==> config.mk <==
export PLATFORM = sky130hd
export DESIGN_NAME = chat_scan_flat
export DESIGN_NICKNAME = d
export VERILOG_FILES = /design/src/rtl/chat_pkg.sv /design/src/rtl/chat_scan_if.sv /design/src/rtl/chat_core.sv /design/src/rtl/chat_scan.sv /design/src/flat_wrapper.sv
export SDC_FILE = /design/constraint.sdc
export NUM_CORES = 1
export LEC_CHECK = 0
export ABC_AREA = 1
export CORE_MARGIN = 3
export CORE_UTILIZATION = 45
export CTS_CLUSTER_DIAMETER = 100
export DETAILED_ROUTE_END_ITERATION = 16
export PLACE_DENSITY = 0.67
export SYNTH_ARGS = -nofsm -noshare
export SYNTH_HDL_FRONTEND = slang
export SYNTH_SLANG_ARGS = --single-unit
==> constraint.sdc <==
create_clock -name clk -period 1.8 [get_ports clk]
set_input_delay 0.36 -clock clk [delete_from_list [all_inputs] [get_ports clk]]
set_output_delay 0.36 -clock clk [all_outputs]
set_load 0.05 [all_outputs]
==> src/rtl/chat_pkg.sv <==
// Shared constants and helpers for the time-multiplexed switch debouncer.
package chat_pkg;

    localparam int CHAT_N_CH = 4;
    localparam int CHAT_TH   = 3;
    localparam int CHAT_DIV  = 4;

    // Agreement counter width; never narrower than one bit, even for TH=1.
    function automatic int chat_cnt_w(input int th);
        return (th <= 2) ? 1 : $clog2(th);
    endfunction

endpackage

==> src/rtl/chat_scan_if.sv <==
// Switch bank interface: scan enable and raw levels in, clean levels and change events out.
interface chat_scan_if #(
    parameter int N_CH = chat_pkg::CHAT_N_CH
);
    localparam int PTR_W = $clog2(N_CH);

    logic             en;
    logic [N_CH-1:0]  in;
    logic [N_CH-1:0]  out;
    logic             chg;
    logic [PTR_W-1:0] chg_ch;

    modport master (output en, in, input out, chg, chg_ch);
    modport slave  (input en, in, output out, chg, chg_ch);

endinterface

==> src/rtl/chat_core.sv <==
// Single debounce step for one channel: compares a sample with the stable level.
module chat_core #(
    parameter int TH = 3,
    parameter int CW = 2
) (
    input  logic          sample_i,
    input  logic          stable_i,
    input  logic [CW-1:0] cnt_i,
    output logic          stable_o,
    output logic [CW-1:0] cnt_o,
    output logic          flip_o
);

    localparam logic [CW-1:0] CNT_LAST = CW'(TH - 1);

    always_comb begin
        stable_o = stable_i;
        cnt_o    = '0;
        flip_o   = 1'b0;
        if (sample_i != stable_i) begin
            if (cnt_i == CNT_LAST) begin
                stable_o = ~stable_i;
                flip_o   = 1'b1;
            end else begin
                cnt_o = cnt_i + 1'b1;
            end
        end
    end

endmodule

==> src/rtl/chat_scan.sv <==
// Round-robin debouncer: one chat_core shared by all channels, one channel per scan slot.
module chat_scan
    import chat_pkg::*;
#(
    parameter int N_CH = CHAT_N_CH,
    parameter int TH   = CHAT_TH,
    parameter int DIV  = CHAT_DIV
) (
    input  logic      clk,
    input  logic      rst,
    chat_scan_if.slave bus
);

    localparam int CW = chat_cnt_w(TH);
    localparam int PW = (N_CH > 1) ? $clog2(N_CH) : 1;
    localparam int DW = (DIV > 1) ? $clog2(DIV) : 1;
    localparam logic [DW-1:0] PRE_LAST = DW'(DIV - 1);
    localparam logic [PW-1:0] PTR_LAST = PW'(N_CH - 1);

    logic [DW-1:0]           pre_q, pre_d;
    logic [PW-1:0]           ptr_q, ptr_d;
    logic [N_CH-1:0][CW-1:0] cnt_q;
    logic [N_CH-1:0]         out_q;
    logic                    chg_q;
    logic [PW-1:0]           chg_ch_q;

    logic          tick;
    logic          core_stable;
    logic          core_flip;
    logic [CW-1:0] core_cnt;

    assign tick = bus.en && (pre_q == PRE_LAST);

    // Pointer wrap is explicit so non-power-of-two banks never visit a ghost channel.
    always_comb begin
        pre_d = pre_q;
        ptr_d = ptr_q;
        if (bus.en) pre_d = tick ? '0 : pre_q + 1'b1;
        if (tick)   ptr_d = (ptr_q == PTR_LAST) ? '0 : ptr_q + 1'b1;
    end

    chat_core #(.TH(TH), .CW(CW)) u_core (
        .sample_i (bus.in[ptr_q]),
        .stable_i (out_q[ptr_q]),
        .cnt_i    (cnt_q[ptr_q]),
        .stable_o (core_stable),
        .cnt_o    (core_cnt),
        .flip_o   (core_flip)
    );

    always_ff @(posedge clk) begin
        if (rst) begin
            pre_q    <= '0;
            ptr_q    <= '0;
            cnt_q    <= '0;
            out_q    <= '0;
            chg_q    <= 1'b0;
            chg_ch_q <= '0;
        end else begin
            pre_q <= pre_d;
            ptr_q <= ptr_d;
            chg_q <= 1'b0;
            if (tick) begin
                cnt_q[ptr_q] <= core_cnt;
                out_q[ptr_q] <= core_stable;
                if (core_flip) begin
                    chg_q    <= 1'b1;
                    chg_ch_q <= ptr_q;
                end
            end
        end
    end

    assign bus.out    = out_q;
    assign bus.chg    = chg_q;
    assign bus.chg_ch = chg_ch_q;

endmodule

==> src/flat_wrapper.sv <==
// flat-port wrapper written by rule: the top's interface ports become plain ports
module chat_scan_flat import chat_pkg::*;
#(
    parameter int N_CH = CHAT_N_CH,
    parameter int TH   = CHAT_TH,
    parameter int DIV  = CHAT_DIV
)
  (clk, rst, bus_en, bus_in, bus_out, bus_chg, bus_chg_ch);
  chat_scan_if #(.N_CH(N_CH)) bus_i ();
  input  logic clk;
  input  logic rst;
  input wire logic [$bits(bus_i.en)-1:0] bus_en;
  input wire logic [$bits(bus_i.in)-1:0] bus_in;
  output wire logic [$bits(bus_i.out)-1:0] bus_out;
  output wire logic [$bits(bus_i.chg)-1:0] bus_chg;
  output wire logic [$bits(bus_i.chg_ch)-1:0] bus_chg_ch;
  assign bus_i.en = bus_en;
  assign bus_i.in = bus_in;
  assign bus_out = bus_i.out;
  assign bus_chg = bus_i.chg;
  assign bus_chg_ch = bus_i.chg_ch;
  chat_scan #(.N_CH(N_CH), .TH(TH), .DIV(DIV)) u_core (.clk(clk), .rst(rst), .bus(bus_i));
endmodule
==> flow_summary.ini <==
[synth]
async_reset_ff_share_pct = 0
syn-mean-instance-area_um2 = 7.65
ys_warn_count = 0
ys.flop_type = dfxtp_1
ys_seq_elements = 19
syn_inst = 144
ys_seq_area_share_pct = 34.5
syn_nets = 156
yosysUniqueCellTypes = 24
synth-edff-count = 0
syn-cell-area_um2 = 1100

[placement]
hpwl_um = 1780
place.port_buffers = 13
routabilityCongestion = 0.795
pre_cts_slack_ns = 0.0854

[cells_and_area]
antennaDiodeCount = 0
drive_above_1_share_pct = 25.9
nNetsFinal = 175
syn_to_final_growth_pct = 15.5

[pwr]
p_per_area_nw_per_um2 = 609
power_mw = 0.775
max-vdd-ir-drop_uv = 472
p_leak_nw = 0.558

[drt]
viasPerCell = 4.99
ant_nets = 0
drt_first_pass_iters = 4
drtIter0Drc = 11
drc = 0
finalWirelength_um = 2360
wire_per_inst_um = 12.4
vias = 949

[clock_network]
clock_sinks = 19
path_clk_slew_ns = 0.11
cts_made_buffers = 3
clockBufferDepth = 2
htreeDepth = 1
hold_buffers = 0
cts_tree = done
cts-root-buf = clkbuf_4
postCtsSetupRepairBufs = 0
insertion_delay_ns = 0.30
cts-resized-gates = 0

[sta]
skew_ns = 0.00339
tns_ns = 0
rsz0062_at_grt = no
hold_violations = 0
period_minus_slack_ns = 1.63
setup_slack_ns = 0.174
slew_headroom_pct = 69.4
worst_slew_pin_slew_ns = 0.458
finalSetupViolations = 0
report.final.slew_viol_count = 0
fin_crit_sh_pct = 90.3
clock.fmax_mhz = 615

[grt]
grt_start_max_net_pins = 18
grt_pass1_wl_um = 4000
antenna_found_initial = 0
grt.overflow.total = 0
grt_use_total_pct = 16.1
grt_pass1_vias = 920

[min_path]
hold_path_class = reg2reg

[critical_path]
path_class = reg2reg
cp.required_ns = 1.98
cp-end-kind = register
worstPathArrival_ns = 1.81
critPathMaxFanout = 14
startpoint_type = register

[floorplan]
initial_utilization_pct = 48.4
die_area_um2 = 3080
num_rows = 17
fp.dieH_um = 55.5
coreArea_um2 = 2280
io_pins = 14
die_w_um = 55.5

[outcome]
outcome = completed

[run]
drv_cap = 0
==> power breakdown <==
part | internal (mW) | switching (mW)
Combinational | 0.0471 | 0.0716
Clock | 0.0829 | 0.137
Sequential | 0.428 | 0.00789
Total | 0.558 | 0.216
==> synth_stat cells (2+ instances only) <==
cell,n,area share [%]
nor3_1,2,0.91
a21oi_2,2,1.6
dfxtp_1,19,35
a21oi_1,10,4.5
ha_1,5,5.7
nand2_1,32,11
inv_2,3,1.0
o21ai_1,3,1.4
o21ai_0,11,5.0
nand2_4,6,6.1
nand2_2,10,5.7
inv_1,10,3.4
nand3_4,2,3.2
nand3_1,12,5.5
nor2_1,8,2.7
==> path summary, 6_finish.rpt <==
check,start,endpoint,slack [ns],depth (start not counted)
setup / recovery,u_core.ptr_q[0]$_SDFFE_PP0P_,u_core.bus.out[0]$_SDFFE_PP0P_,0.17,7
hold / removal,u_core.cnt_q[7]$_SDFFE_PP0P_,u_core.cnt_q[7]$_SDFFE_PP0P_,0.48,2
setup reg to reg,u_core.ptr_q[0]$_SDFFE_PP0P_,u_core.bus.out[0]$_SDFFE_PP0P_,0.17,7
hold reg to reg,u_core.cnt_q[7]$_SDFFE_PP0P_,u_core.cnt_q[7]$_SDFFE_PP0P_,0.48,2
==> cell type report <==
cell class | instances | area, µm²
clock buffers | 3 | 22.5
flip-flops and latches | 19 | 380
fillers | 230 | 1000
well taps | 28 | 35.0
clock inverters | 1 | 5.00
multi-input cells | 108 | 628
inverters | 14 | 57.6
repair buffers | 17 | 143
==> routing by layer <==
metal / wire [µm] / part of all wire (%) / global-route usage, %
met1: 1140 / 48 / 20.6
met2: 1130 / 48 / 26.9
met3: 67 / 2.8 / 3.50
met4: 25 / 1.1 / 5.21
met5: 0 / 0 / 0
==> cells by family after synthesis <==
logic type / share of synthesized area [%]
AND/OR/NAND/NOR: 36.6
AO/OA/AOI/OAI: 14.0
flip-flops: 34.5
buffers and inverters: 8.41
adder cells (fa/ha/maj): 5.68
XOR/XNOR: 0.796
==> placed cells by master, fill, tap and decap left out <==
master	instances
ha_1	5
clkbuf_4	3
o21ai_1	3
buf_4	11
nand3_4	2
nand2_2	10
nor3_1	2
xnor2_1	1
dfxtp_1	19
nor2_2	1
a21oi_2	2
nor2_4	1
inv_1	10
nor2_1	8
nand3_1	12
a211oi_1	1
clkinv_2	1
nand2_4	6
a21oi_1	10
clkdlybuf4s50_1	6
o21ai_2	1
inv_2	3
nand2_1	32
inv_6	1
o21ai_0	11
==> state kept, by name, summed over array words and instances, names as in the netlist <==
name	count
u_core.bus.chg	1
u_core.bus.chg_ch	2
u_core.bus.out	4
u_core.cnt_q	8
u_core.pre_q	2
u_core.ptr_q	2
==> critical path, cell delays in order, from the launching register on <==
cell and delay, ns:
dfxtp_1 0.59, inv_6 0.15, nand2_1 0.09, nand3_1 0.13
nand2_4 0.15, nand2_2 0.07, o21ai_2 0.22, a21oi_1 0.11
==> per-stage QoR <==
stage	std cells	utilization (%)	area, µm²	hold WS, ns
finish	190	55.9	1270	0.478
detailed placement	186	54.6	1240	0.467
floorplan	144	-	1100	0.437
global route	190	55.9	1270	0.511
CTS	190	55.9	1270	0.483
global placement	186	54.6	1240	0.463
Power figures use the tool's default switching activity.
